**src/rtl/pipe_hazard_ctrl_if.sv**
```systemverilog
// ---------------------------------------------------------------------------
// pipe_hazard_ctrl_if
//
// Bundles the hazard sequencer's pipeline-facing signals. clk and rst stay as
// plain module ports.
//
// master modport: the pipeline side. It drives the ID/EX/MEM status and the
//                 interrupt request, and receives the enables, flushes and
//                 interrupt-sequence controls.
// slave modport:  the hazard controller (pipe_hazard_ctrl).
//
// Signals
//   id_rsrc1, id_rsrc2        ID-stage source registers
//   id_use_src1, id_use_src2  ID instruction actually reads that source
//   ex_mem_read, ex_rdst      EX-stage load flag and destination register
//   branch_taken              branch resolved taken in EX
//   mem_req, mem_ready        data-memory access / completion
//   int_req                   external interrupt request
//   pc_we, *_we               PC and pipeline-buffer write enables
//   ifid_flush, idex_flush    load a bubble into the buffer
//   int_push, int_push_idx    stack-save cycle and which word is saved
//   int_jump, int_ack         vector jump / one-cycle acknowledge
//   mem_wait_cnt              saturating count of freeze cycles
// ---------------------------------------------------------------------------
interface pipe_hazard_ctrl_if #(
  parameter int REG_ADDR_W = 3,
  parameter int CNT_W      = 8
);
  logic [REG_ADDR_W-1:0] id_rsrc1;
  logic [REG_ADDR_W-1:0] id_rsrc2;
  logic                  id_use_src1;
  logic                  id_use_src2;
  logic                  ex_mem_read;
  logic [REG_ADDR_W-1:0] ex_rdst;
  logic                  branch_taken;
  logic                  mem_req;
  logic                  mem_ready;
  logic                  int_req;

  logic                  pc_we;
  logic                  ifid_we;
  logic                  idex_we;
  logic                  exmem_we;
  logic                  memwb_we;
  logic                  ifid_flush;
  logic                  idex_flush;
  logic                  int_push;
  logic [1:0]            int_push_idx;
  logic                  int_jump;
  logic                  int_ack;
  logic [CNT_W-1:0]      mem_wait_cnt;

  modport master (
    output id_rsrc1, id_rsrc2, id_use_src1, id_use_src2,
           ex_mem_read, ex_rdst, branch_taken,
           mem_req, mem_ready, int_req,
    input  pc_we, ifid_we, idex_we, exmem_we, memwb_we,
           ifid_flush, idex_flush,
           int_push, int_push_idx, int_jump, int_ack, mem_wait_cnt
  );

  modport slave (
    input  id_rsrc1, id_rsrc2, id_use_src1, id_use_src2,
           ex_mem_read, ex_rdst, branch_taken,
           mem_req, mem_ready, int_req,
    output pc_we, ifid_we, idex_we, exmem_we, memwb_we,
           ifid_flush, idex_flush,
           int_push, int_push_idx, int_jump, int_ack, mem_wait_cnt
  );
endinterface

```
**src/rtl/pipe_hazard_ctrl.sv**
```systemverilog
// ---------------------------------------------------------------------------
// pipe_hazard_ctrl
//
// Central sequencer for the IF/ID, ID/EX, EX/MEM and MEM/WB buffers and the
// PC register. It handles load-use stalls, taken-branch flushes, multi-cycle
// memory freezes and the interrupt entry sequence (drain, push, jump).
//
// Ports
//   clk  pipeline clock
//   rst  asynchronous, active-low reset; all outputs read 0 while low
//   bus  pipe_hazard_ctrl_if.slave: hazard inputs in, enables/flushes and
//        interrupt-sequence controls out (see the interface header)
//
// Parameters
//   REG_ADDR_W   register-file address width
//   DRAIN_DEPTH  bubble cycles before the interrupt push begins (>= 1)
//   PUSH_CYCLES  stack-write cycles for the PC/flags save (1..4)
//   CNT_W        width of the saturating memory-wait counter
// ---------------------------------------------------------------------------
module pipe_hazard_ctrl #(
  parameter int REG_ADDR_W  = 3,
  parameter int DRAIN_DEPTH = 3,
  parameter int PUSH_CYCLES = 2,
  parameter int CNT_W       = 8
) (
  input logic               clk,
  input logic               rst,
  pipe_hazard_ctrl_if.slave bus
);

  // The drain and push phases share one counter, sized for the longer one.
  localparam int SEQ_MAX = (DRAIN_DEPTH > PUSH_CYCLES) ? DRAIN_DEPTH : PUSH_CYCLES;
  localparam int SEQ_W   = (SEQ_MAX > 1) ? $clog2(SEQ_MAX) : 1;

  localparam logic [SEQ_W-1:0] DRAIN_LAST = SEQ_W'(DRAIN_DEPTH - 1);
  localparam logic [SEQ_W-1:0] PUSH_LAST  = SEQ_W'(PUSH_CYCLES - 1);

  typedef enum logic [1:0] {
    RUN   = 2'd0,
    DRAIN = 2'd1,
    PUSH  = 2'd2,
    JUMP  = 2'd3
  } state_t;

  state_t           state_q, state_d;
  logic [SEQ_W-1:0] seq_cnt_q, seq_cnt_d;
  logic             int_pending_q, int_pending_d;
  logic [CNT_W-1:0] wait_cnt_q;

  logic [REG_ADDR_W-1:0] id_rsrc1, id_rsrc2, ex_rdst;
  logic                  freeze;
  logic                  load_use;

  assign id_rsrc1 = bus.id_rsrc1;
  assign id_rsrc2 = bus.id_rsrc2;
  assign ex_rdst  = bus.ex_rdst;

  assign freeze   = bus.mem_req & ~bus.mem_ready;
  assign load_use = bus.ex_mem_read &
                    ((bus.id_use_src1 & (id_rsrc1 == ex_rdst)) |
                     (bus.id_use_src2 & (id_rsrc2 == ex_rdst)));

  // State, sequence counter, pending flag and freeze counter. Reset aborts any
  // interrupt sequence in progress; nothing partial is completed afterwards.
  always_ff @(posedge clk or negedge rst) begin
    if (!rst) begin
      state_q       <= RUN;
      seq_cnt_q     <= '0;
      int_pending_q <= 1'b0;
      wait_cnt_q    <= '0;
    end else begin
      state_q       <= state_d;
      seq_cnt_q     <= seq_cnt_d;
      int_pending_q <= int_pending_d;
      if (freeze && (wait_cnt_q != {CNT_W{1'b1}})) begin
        wait_cnt_q <= wait_cnt_q + 1'b1;
      end
    end
  end

  // Next state and all enables/flushes. A freeze overrides everything: the
  // FSM holds and no buffer or PC is written. The push index keeps showing
  // the current save word during a freeze so the stack side sees it held.
  always_comb begin
    state_d          = state_q;
    seq_cnt_d        = seq_cnt_q;
    int_pending_d    = int_pending_q;

    bus.pc_we        = 1'b0;
    bus.ifid_we      = 1'b0;
    bus.idex_we      = 1'b0;
    bus.exmem_we     = 1'b0;
    bus.memwb_we     = 1'b0;
    bus.ifid_flush   = 1'b0;
    bus.idex_flush   = 1'b0;
    bus.int_push     = 1'b0;
    bus.int_push_idx = 2'd0;
    bus.int_jump     = 1'b0;
    bus.int_ack      = 1'b0;

    // A request that cannot start a sequence right now is remembered; it is
    // consumed only when DRAIN is actually entered.
    if (!freeze && (state_q == RUN) && (bus.int_req || int_pending_q)) begin
      int_pending_d = 1'b0;
    end else if (bus.int_req) begin
      int_pending_d = 1'b1;
    end

    if (state_q == PUSH) begin
      bus.int_push_idx = 2'(seq_cnt_q);
    end

    if (!freeze) begin
      bus.ifid_we  = 1'b1;
      bus.idex_we  = 1'b1;
      bus.exmem_we = 1'b1;
      bus.memwb_we = 1'b1;

      case (state_q)
        RUN: begin
          bus.pc_we = 1'b1;
          // A taken branch makes any load-use consumer wrong-path, so the
          // flush wins over the stall.
          if (bus.branch_taken) begin
            bus.ifid_flush = 1'b1;
            bus.idex_flush = 1'b1;
          end else if (load_use) begin
            bus.pc_we      = 1'b0;
            bus.ifid_we    = 1'b0;
            bus.idex_flush = 1'b1;
          end
          if (bus.int_req || int_pending_q) begin
            state_d   = DRAIN;
            seq_cnt_d = '0;
          end
        end

        DRAIN: begin
          bus.ifid_flush = 1'b1;
          // A branch resolving while draining must still redirect the PC so
          // the saved return address is the branch target.
          if (bus.branch_taken) begin
            bus.pc_we      = 1'b1;
            bus.idex_flush = 1'b1;
          end
          if (seq_cnt_q == DRAIN_LAST) begin
            state_d   = PUSH;
            seq_cnt_d = '0;
          end else begin
            seq_cnt_d = seq_cnt_q + 1'b1;
          end
        end

        PUSH: begin
          bus.ifid_flush = 1'b1;
          bus.idex_flush = 1'b1;
          bus.int_push   = 1'b1;
          if (seq_cnt_q == PUSH_LAST) begin
            state_d   = JUMP;
            seq_cnt_d = '0;
          end else begin
            seq_cnt_d = seq_cnt_q + 1'b1;
          end
        end

        JUMP: begin
          bus.pc_we      = 1'b1;
          bus.ifid_flush = 1'b1;
          bus.idex_flush = 1'b1;
          bus.int_jump   = 1'b1;
          bus.int_ack    = 1'b1;
          state_d        = RUN;
        end

        default: begin
          state_d   = RUN;
          seq_cnt_d = '0;
        end
      endcase
    end

    // Outputs read 0 for as long as reset is held.
    if (!rst) begin
      bus.pc_we        = 1'b0;
      bus.ifid_we      = 1'b0;
      bus.idex_we      = 1'b0;
      bus.exmem_we     = 1'b0;
      bus.memwb_we     = 1'b0;
      bus.ifid_flush   = 1'b0;
      bus.idex_flush   = 1'b0;
      bus.int_push     = 1'b0;
      bus.int_push_idx = 2'd0;
      bus.int_jump     = 1'b0;
      bus.int_ack      = 1'b0;
    end
  end

  assign bus.mem_wait_cnt = wait_cnt_q;

endmodule

```
**src/flat_wrapper.sv**
```systemverilog
// flat-port wrapper written by rule: the top's interface ports become plain ports
module pipe_hazard_ctrl_flat 
#(
  parameter int REG_ADDR_W  = 3,
  parameter int DRAIN_DEPTH = 3,
  parameter int PUSH_CYCLES = 2,
  parameter int CNT_W       = 8
)
  (clk, rst, bus_id_rsrc1, bus_id_rsrc2, bus_id_use_src1, bus_id_use_src2, bus_ex_mem_read, bus_ex_rdst, bus_branch_taken, bus_mem_req, bus_mem_ready, bus_int_req, bus_pc_we, bus_ifid_we, bus_idex_we, bus_exmem_we, bus_memwb_we, bus_ifid_flush, bus_idex_flush, bus_int_push, bus_int_push_idx, bus_int_jump, bus_int_ack, bus_mem_wait_cnt);
  pipe_hazard_ctrl_if #(.REG_ADDR_W(REG_ADDR_W), .CNT_W(CNT_W)) bus_i ();
  input logic clk;
  input logic rst;
  input wire logic [$bits(bus_i.id_rsrc1)-1:0] bus_id_rsrc1;
  input wire logic [$bits(bus_i.id_rsrc2)-1:0] bus_id_rsrc2;
  input wire logic [$bits(bus_i.id_use_src1)-1:0] bus_id_use_src1;
  input wire logic [$bits(bus_i.id_use_src2)-1:0] bus_id_use_src2;
  input wire logic [$bits(bus_i.ex_mem_read)-1:0] bus_ex_mem_read;
  input wire logic [$bits(bus_i.ex_rdst)-1:0] bus_ex_rdst;
  input wire logic [$bits(bus_i.branch_taken)-1:0] bus_branch_taken;
  input wire logic [$bits(bus_i.mem_req)-1:0] bus_mem_req;
  input wire logic [$bits(bus_i.mem_ready)-1:0] bus_mem_ready;
  input wire logic [$bits(bus_i.int_req)-1:0] bus_int_req;
  output wire logic [$bits(bus_i.pc_we)-1:0] bus_pc_we;
  output wire logic [$bits(bus_i.ifid_we)-1:0] bus_ifid_we;
  output wire logic [$bits(bus_i.idex_we)-1:0] bus_idex_we;
  output wire logic [$bits(bus_i.exmem_we)-1:0] bus_exmem_we;
  output wire logic [$bits(bus_i.memwb_we)-1:0] bus_memwb_we;
  output wire logic [$bits(bus_i.ifid_flush)-1:0] bus_ifid_flush;
  output wire logic [$bits(bus_i.idex_flush)-1:0] bus_idex_flush;
  output wire logic [$bits(bus_i.int_push)-1:0] bus_int_push;
  output wire logic [$bits(bus_i.int_push_idx)-1:0] bus_int_push_idx;
  output wire logic [$bits(bus_i.int_jump)-1:0] bus_int_jump;
  output wire logic [$bits(bus_i.int_ack)-1:0] bus_int_ack;
  output wire logic [$bits(bus_i.mem_wait_cnt)-1:0] bus_mem_wait_cnt;
  assign bus_i.id_rsrc1 = bus_id_rsrc1;
  assign bus_i.id_rsrc2 = bus_id_rsrc2;
  assign bus_i.id_use_src1 = bus_id_use_src1;
  assign bus_i.id_use_src2 = bus_id_use_src2;
  assign bus_i.ex_mem_read = bus_ex_mem_read;
  assign bus_i.ex_rdst = bus_ex_rdst;
  assign bus_i.branch_taken = bus_branch_taken;
  assign bus_i.mem_req = bus_mem_req;
  assign bus_i.mem_ready = bus_mem_ready;
  assign bus_i.int_req = bus_int_req;
  assign bus_pc_we = bus_i.pc_we;
  assign bus_ifid_we = bus_i.ifid_we;
  assign bus_idex_we = bus_i.idex_we;
  assign bus_exmem_we = bus_i.exmem_we;
  assign bus_memwb_we = bus_i.memwb_we;
  assign bus_ifid_flush = bus_i.ifid_flush;
  assign bus_idex_flush = bus_i.idex_flush;
  assign bus_int_push = bus_i.int_push;
  assign bus_int_push_idx = bus_i.int_push_idx;
  assign bus_int_jump = bus_i.int_jump;
  assign bus_int_ack = bus_i.int_ack;
  assign bus_mem_wait_cnt = bus_i.mem_wait_cnt;
  pipe_hazard_ctrl #(.REG_ADDR_W(REG_ADDR_W), .DRAIN_DEPTH(DRAIN_DEPTH), .PUSH_CYCLES(PUSH_CYCLES), .CNT_W(CNT_W)) u_core (.clk(clk), .rst(rst), .bus(bus_i));
endmodule
```
**config.mk**
```make
export PLATFORM = sky130hd
export DESIGN_NAME = pipe_hazard_ctrl_flat
export DESIGN_NICKNAME = d
export VERILOG_FILES = /design/src/rtl/pipe_hazard_ctrl_if.sv /design/src/rtl/pipe_hazard_ctrl.sv /design/src/flat_wrapper.sv
export SDC_FILE = /design/constraint.sdc
export NUM_CORES = 1
export LEC_CHECK = 0
export ABC_CLOCK_PERIOD_IN_PS = 1900
export BUFFER_PORTS_ARGS = -buffer_cell sky130_fd_sc_hd__buf_2
export CORE_MARGIN = 5
export CORE_UTILIZATION = 40
export CTS_CLUSTER_DIAMETER = 80
export CTS_CLUSTER_SIZE = 25
export DETAILED_ROUTE_END_ITERATION = 10
export HOLD_SLACK_MARGIN = 0.02
export PLACE_DENSITY = 0.69
export SYNTH_ARGS = -nofsm -noshare
export SYNTH_HDL_FRONTEND = slang
export SYNTH_SLANG_ARGS = --single-unit
```
**constraint.sdc**
```tcl
create_clock -name clk -period 1.9 [get_ports clk]
set_input_delay 0.19 -clock clk [delete_from_list [all_inputs] [get_ports clk]]
set_output_delay 0.19 -clock clk [all_outputs]
set_load 0.01 [all_outputs]
```
==> reports/summary.txt, run 1 <==
outcome -> finished clean
top cell type by total area after synthesis -> dfrtp_1
n_diodes -> 0
number of global-route vias before repair -> 846
maximum vdd drop -> 751 µV
Reg2Reg Setup Slack -> 0.28 ns
setup TNS -> 0 ns
port bufs -> 37
CTS tree -> done
Largest stage delay, worst path -> 0.44 ns
required time worst endpoint -> 1.71 ns
Finished Layout Cells -> 162
share of post-route cells with drive strength above 1 -> 37.3%
R2R Path Start -> u_core.state_q[0]$_DFFE_PN0P_
fin area -> 1160 µm²
die height -> 57.4 µm
Crit path max-delay family -> flip-flops
worst-skew pair later-pin latency -> 0.27 ns
register area share after synthesis -> 36.2%
HP Class -> in2reg
vias after detailed routing -> 858
Max Root-Sink Buffers -> 2
Reg clk slew, reported paths -> 0.08 ns
final WL -> 2140 µm
hold path depth -> 3
Layout area overhead -> 29.1%
CTS Sinks -> 13
clock skew -> 0.000275 ns
Routed met1 length -> 961 µm
slowest CP cell -> dfrtp_1
DIE AREA -> 3300 µm²
row cnt -> 17
Worst setup EP type -> output pin
critical-path cell list -> inv_2, ha_1, nor2_1, nand2_1, o311a_1, buf_2
final hold violation count -> 0
CP Class -> reg2out
Syn Nets -> 118
initial antenna violation count -> 0
unrepaired setup endpoints after global routing -> no
average wire per standard cell -> 13.2 µm
crit path max fanout -> 8
minimum clock period -> 1.82 ns
Core ar. -> 2170 µm²
asr flop ratio synth -> 100%
Ys Warns -> 0
Design Power -> 1430 µW
terminus of the critical flop-to-flop path -> u_core.state_q[1]$_DFFE_PN0P_
routability cong. -> 0.838
Final Net Count -> 159
placed cell count -> 157
CTS buffer count -> 3
CP arrival -> 1.63 ns
maxcap violations -> 0
Placement Cell Area -> 1100 µm²
syn avg cell area -> 9.57 µm²
post-route ant nets -> 0
die width -> 57.4 µm
main area contributors after synthesis -> dfrtp_1 (36%), xnor2_1 (9.7%), ha_1 (8.3%)
root buf cell -> clkbuf_4
R2R depth -> 5
Pleak -> 0.000603 µW
number of I/O pins -> 38
first-pass GRT wire length -> 3660 µm
hold_sp -> bus_int_req
fmax -> 0.549 GHz
final setup fails -> 0
Hold Path Sink -> u_core.int_pending_q$_DFFE_PN0P_
power per cell area -> 1230 nW/µm²
final routed DRC violation total -> 0
largest net degree at the start of global routing -> 18
Met2 Routed Length -> 944 µm
Final Cycle Share -> 95.8%
Synth cell types -> 30
top sig layer -> met4
DP HPWL -> 1720 µm
Yosys top cell area share -> 36.2%
Post-CTS Setup Bufs -> 0
Via density -> 5.30
GRT Util Overall -> 13.6%
top_reg_cell synth -> dfrtp_1
Initial DRT Pass Iterations -> 4
H-tree Lvls -> 1
crit start category -> register
global route total overflow -> 0
Least-Margin Pin Slew -> 0.409 ns
Worst Path Buf+Inv -> 2
synthesized flop and latch total -> 13
Final Max Slew Viols -> 0
Slew headroom -> 72.3%
mapped cell area -> 900 µm²
met3 WL post-DR -> 214 µm
Post-synth EDFFs -> 0
cell count after synthesis -> 94
Initial Util -> 41.5%
detailed router's first-iteration violation count -> 31
-- Yosys cell counts (all sizes together), types with 3 or more instances --
cell type  number
dfrtp          13
xnor2          10
nand2           9
a21oi           7
inv             7
ha              6
nor2            5
and3            4
nand4           4
buf             3
xor2            3
-- worst reg2reg max path, cell delays in order, from the launching register on --
cell,delay (ns)
dfrtp_1,0.44
inv_2,0.11
ha_1,0.30
a21oi_1,0.07
o21ai_1,0.24
mux2_1,0.34
-- layout by cell type (no fill, tap or decap), types with 2 or more instances in the layout --
cell | Yosys | final
nand3_1 | 2 | 2
nand4_1 | 4 | 4
ha_1 | 6 | 4
xnor2_1 | 10 | 10
nand2b_1 | 2 | 2
a211o_1 | 2 | 2
nor2_1 | 5 | 5
inv_2 | 0 | 2
and3_1 | 4 | 4
nor3_1 | 2 | 2
buf_2 | 0 | 37
inv_1 | 7 | 5
xor2_1 | 3 | 3
dfrtp_1 | 13 | 13
a21oi_1 | 7 | 6
nand2_1 | 9 | 9
clkbuf_4 | 0 | 3
-- timing repair --
action                                 4_1_cts  5_1_grt
setup endpoints to repair                    1        1
resized for setup                            1        5
pin swaps                                    0        0
cloned                                       0        0
endpoints found under the hold margin       13        0
hold buffers                                 1        0
-- power by group --
| part | total (µW) | internal, µW | switching [µW] |
|---|---|---|---|
| registers | 504 | 381 | 123 |
| logic | 752 | 340 | 412 |
| clock network | 177 | 78.2 | 98.9 |
-- worst max-delay path by stage --
stage	from	end	depth (start not counted)
5_1_grt	u_core.state_q[1]$_DFFE_PN0P_	bus_pc_we	6
4_1_cts	u_core.state_q[1]$_DFFE_PN0P_	bus_pc_we	6
3_5_place_dp	u_core.state_q[1]$_DFFE_PN0P_	bus_pc_we	6
2_1_floorplan	u_core.state_q[1]$_DFFE_PN0P_	bus_pc_we	5
6_report	u_core.state_q[0]$_DFFE_PN0P_	bus_idex_flush	6
3_3_place_gp	u_core.state_q[1]$_DFFE_PN0P_	bus_pc_we	6
-- registers in the layout, indices dropped and copies added, names as in the netlist --
name and count:
u_core.bus.mem_wait_cnt 8, u_core.seq_cnt_q 2, u_core.state_q 2, u_core.int_pending_q 1
-- logic make-up (layout without fill, tap and decap cells) --
logic type      after synthesis  after routing  synth area share (%)
simple gates                 33             33                  21.1
fa+ha+maj                     6              6                  8.34
compound gates               17             17                  13.9
mux                           2              2                  2.36
buf+inv                      10             50                  5.42
xor+xnor                     13             13                  12.7
flops                        13             13                  36.2
-- metrics by stage --
step	hold slack, ns	setup WS [ns]	util [%]
after global routing	0.216	0.0138	53.5
final	0.202	0.0800	53.5
after CTS	0.202	0.00539	52.8
after detailed placement	0.168	0.286	50.9
after floorplan	-0.106	0.445	-
after global placement	0.162	0.363	50.9
-- layer usage --
layer,up-vias,GRT usage (%)
met5,-,0
met4,0,3.97
met3,2,2.94
met2,34,21.6
met1,414,18.4
li1,408,-
-- layout make-up --
cell class	instances	area (µm²)
inverters	7	26.3
clock inverters	1	5.00
fillers	210	1010
repair buffers	39	203
flip-flops and latches	13	325
multi-input cells	71	544
clock buffers	3	22.5
well taps	28	35.0
(Power assumes the default switching activity.)
==> run 2, diff against run 1 <==
- CELL_PAD_IN_SITES_DETAIL_PLACEMENT: not set -> 1
- CELL_PAD_IN_SITES_GLOBAL_PLACEMENT: not set -> 1
- CORE_UTILIZATION: 40 -> 34
- PLACE_DENSITY: 0.69 -> not set
- PLACE_DENSITY_LB_ADDON: not set -> 0.1
==> run 2 against run 1 <==
Non-clock buffer count grew 4. Via count rose by 0.12%. Global-route usage grew 0.75 points. Clock skew grew 0.0037 ns. Design area up 5.9%. Critical path type unchanged. Clock-buffer cell count unchanged.
==> reports/summary.txt, run 2 (synthesis gave the netlist of run 1 again) <==
Worst Path Buf+Inv -> 3 (+1)
Initial Util -> 36.0% (-5.5 points)
routability cong. -> 0.675 (-19%)
CTS buffer count -> 3 (unchanged)
Final WS setup -> 0.0780 ns (-0.00196 ns)
Final Net Count -> 163 (+2.5%)
hold_sp -> bus_int_req
minimum clock period -> 1.82 ns (+0.00196 ns)
root buf cell -> clkbuf_4
GRT Util Overall -> 14.4% (+0.75 points)
HP Class -> in2reg
CTS tree -> done
maximum vdd drop -> 752 µV (about the same)
global route total overflow -> 0 (unchanged)
share of post-route cells with drive strength above 1 -> 42.8% (+5.4 points)
die width -> 61.4 µm (+7.0%)
outcome -> finished clean
crit path max fanout -> 4 (-4)
detailed router's first-iteration violation count -> 7 (-77%)
final hold violation count -> 0 (unchanged)
Slew headroom -> 74.2% (+1.9 points)
port bufs -> 37 (unchanged)
R2R depth -> 6 (+1)
worst-skew pair later-pin latency -> 0.29 ns (+0.02 ns)
Reg clk slew, reported paths -> 0.10 ns (+0.02 ns)
average wire per standard cell -> 15.4 µm (+16%)
Crit path max-delay family -> flip-flops
Largest stage delay, worst path -> 0.43 ns (about the same)
power per cell area -> 1300 nW/µm² (+5.5%)
crit start category -> register
post-route ant nets -> 0 (unchanged)
Crit. path cell count -> 6 (unchanged)
Worst setup EP type -> output pin
clock skew -> 0.00398 ns (+0.00371 ns)
number of I/O pins -> 38 (unchanged)
DIE AREA -> 3770 µm² (+14%)
Least-Margin Pin Slew -> 0.382 ns (-0.0274 ns)
n_diodes -> 0 (unchanged)
CTS Sinks -> 13 (unchanged)
Max Root-Sink Buffers -> 2 (unchanged)
CP arrival -> 1.63 ns (about the same)
R2R Path Start -> u_core.state_q[1]$_DFFE_PN0P_
setup TNS -> 0 ns (unchanged)
Final Cycle Share -> 95.9% (+0.10 points)
Design Power -> 1600 µW (+12%)
final setup fails -> 0 (unchanged)
Core ar. -> 2500 µm² (+15%)
slowest CP cell -> dfrtp_1
Pleak -> 0.000624 µW (+3.5%)
row cnt -> 18 (+1)
required time worst endpoint -> 1.71 ns (about the same)
hold path depth -> 3 (unchanged)
most used cell along the critical path -> inv_2
vias after detailed routing -> 859 (+0.12%)
most common cell after layout, fill and taps aside -> buf_2
initial antenna violation count -> 0 (unchanged)
first-pass GRT wire length -> 3930 µm (+7.5%)
fmax -> 0.549 GHz (-0.11%)
dpl ws -> 0.211 ns (-0.0757 ns)
Initial DRT Pass Iterations -> 2 (-2)
H-tree Lvls -> 1 (unchanged)
CP Class -> reg2out
Layout area overhead -> 36.7%
maxcap violations -> 0 (unchanged)
fin util -> 49.2% (-4.3 points)
number of global-route vias before repair -> 885 (+4.6%)
DP HPWL -> 1970 µm (+14%)
number of flip-flops in the largest register -> 8 (unchanged)
Via density -> 5.11 (-3.5%)
crit path from -> u_core.state_q[1]$_DFFE_PN0P_
die height -> 61.4 µm (+7.0%)
commonest cells after routing, fill and taps aside -> buf_2 (37), dfrtp_1 (12), xnor2_1 (10)
largest net degree at the start of global routing -> 18 (unchanged)
critical-path cell list -> inv_2, ha_4, inv_2, a211o_1, a21oi_2, buf_2
final WL -> 2590 µm (+21%)
final routed DRC violation total -> 0 (unchanged)
Final Max Slew Viols -> 0 (unchanged)
## run 2: cell count changes in the layout (fill, tap and decap cells not counted), sizes merged
cell | before | now
buf | 38 | 42
## run 2: final timing paths
check,endpoint,slack [ns]
max in group asynchronous,u_core.state_q[0]$_DFFE_PN0P_,1.32
worst min register to register,u_core.bus.mem_wait_cnt[5]$_DFFE_PN0P_,0.53
worst min-delay path,u_core.int_pending_q$_DFFE_PN0P_,0.18
worst max-delay path,bus_pc_we,0.08
worst max register to register,u_core.state_q[1]$_DFFE_PN0P_,0.27
min in group asynchronous,u_core.int_pending_q$_DFFE_PN0P_,0.38
## run 2: power by group
part	leakage [µW]	switching (µW)	total, µW	internal, µW
Combinational	0.000445	470	901	431
Clock	0.0000177	111	189	78.3
Sequential	0.000161	127	511	383
## run 2: worst register-to-register path, cell delays in order (launching register included)
cell	delay, ns
dfrtp_1	0.43
inv_2	0.14
ha_4	0.16
buf_4	0.12
a21oi_1	0.06
o21ai_1	0.25
mux2_1	0.36
## run 2: timing repair
action,4_1_cts,5_1_grt
buffers inserted,1,3
setup endpoints to repair,1,2
pin swaps,0,3
cloned,0,0
gates resized for setup,5,10
hold endpoints to repair,13,0
hold buffers,1,0
## run 2: routing by layer
| metal | global-route usage, % | part of all wire [%] | up-vias |
|---|---|---|---|
| met5 | 0 | 0 | - |
| met4 | 3.64 | 1.6 | 0 |
| met3 | 4.40 | 5.1 | 7 |
| met2 | 26.9 | 54 | 18 |
| met1 | 15.6 | 39 | 415 |
| li1 | - | - | 419 |
## run 2: metrics by stage
step / cells / instance area [µm²] / hold WS (ns)
floorplan: 94 / 900 / -0.106
global placement: 159 / 1110 / 0.157
detailed placement: 159 / 1110 / 0.159
CTS: 165 / 1170 / 0.163
global route: 168 / 1230 / 0.225
finish: 168 / 1230 / 0.181
## run 2: final cells by class
| cell class | instances | area [µm²] |
|---|---|---|
| Tap cell | 30 | 37.5 |
| Fill cell | 312 | 1270 |
| Sequential cell | 13 | 327 |
| Clock inverter | 1 | 5.00 |
| Clock buffer | 3 | 22.5 |
| Inverter | 7 | 28.8 |
| Multi-Input combinational cell | 71 | 573 |
| Timing Repair Buffer | 43 | 236 |
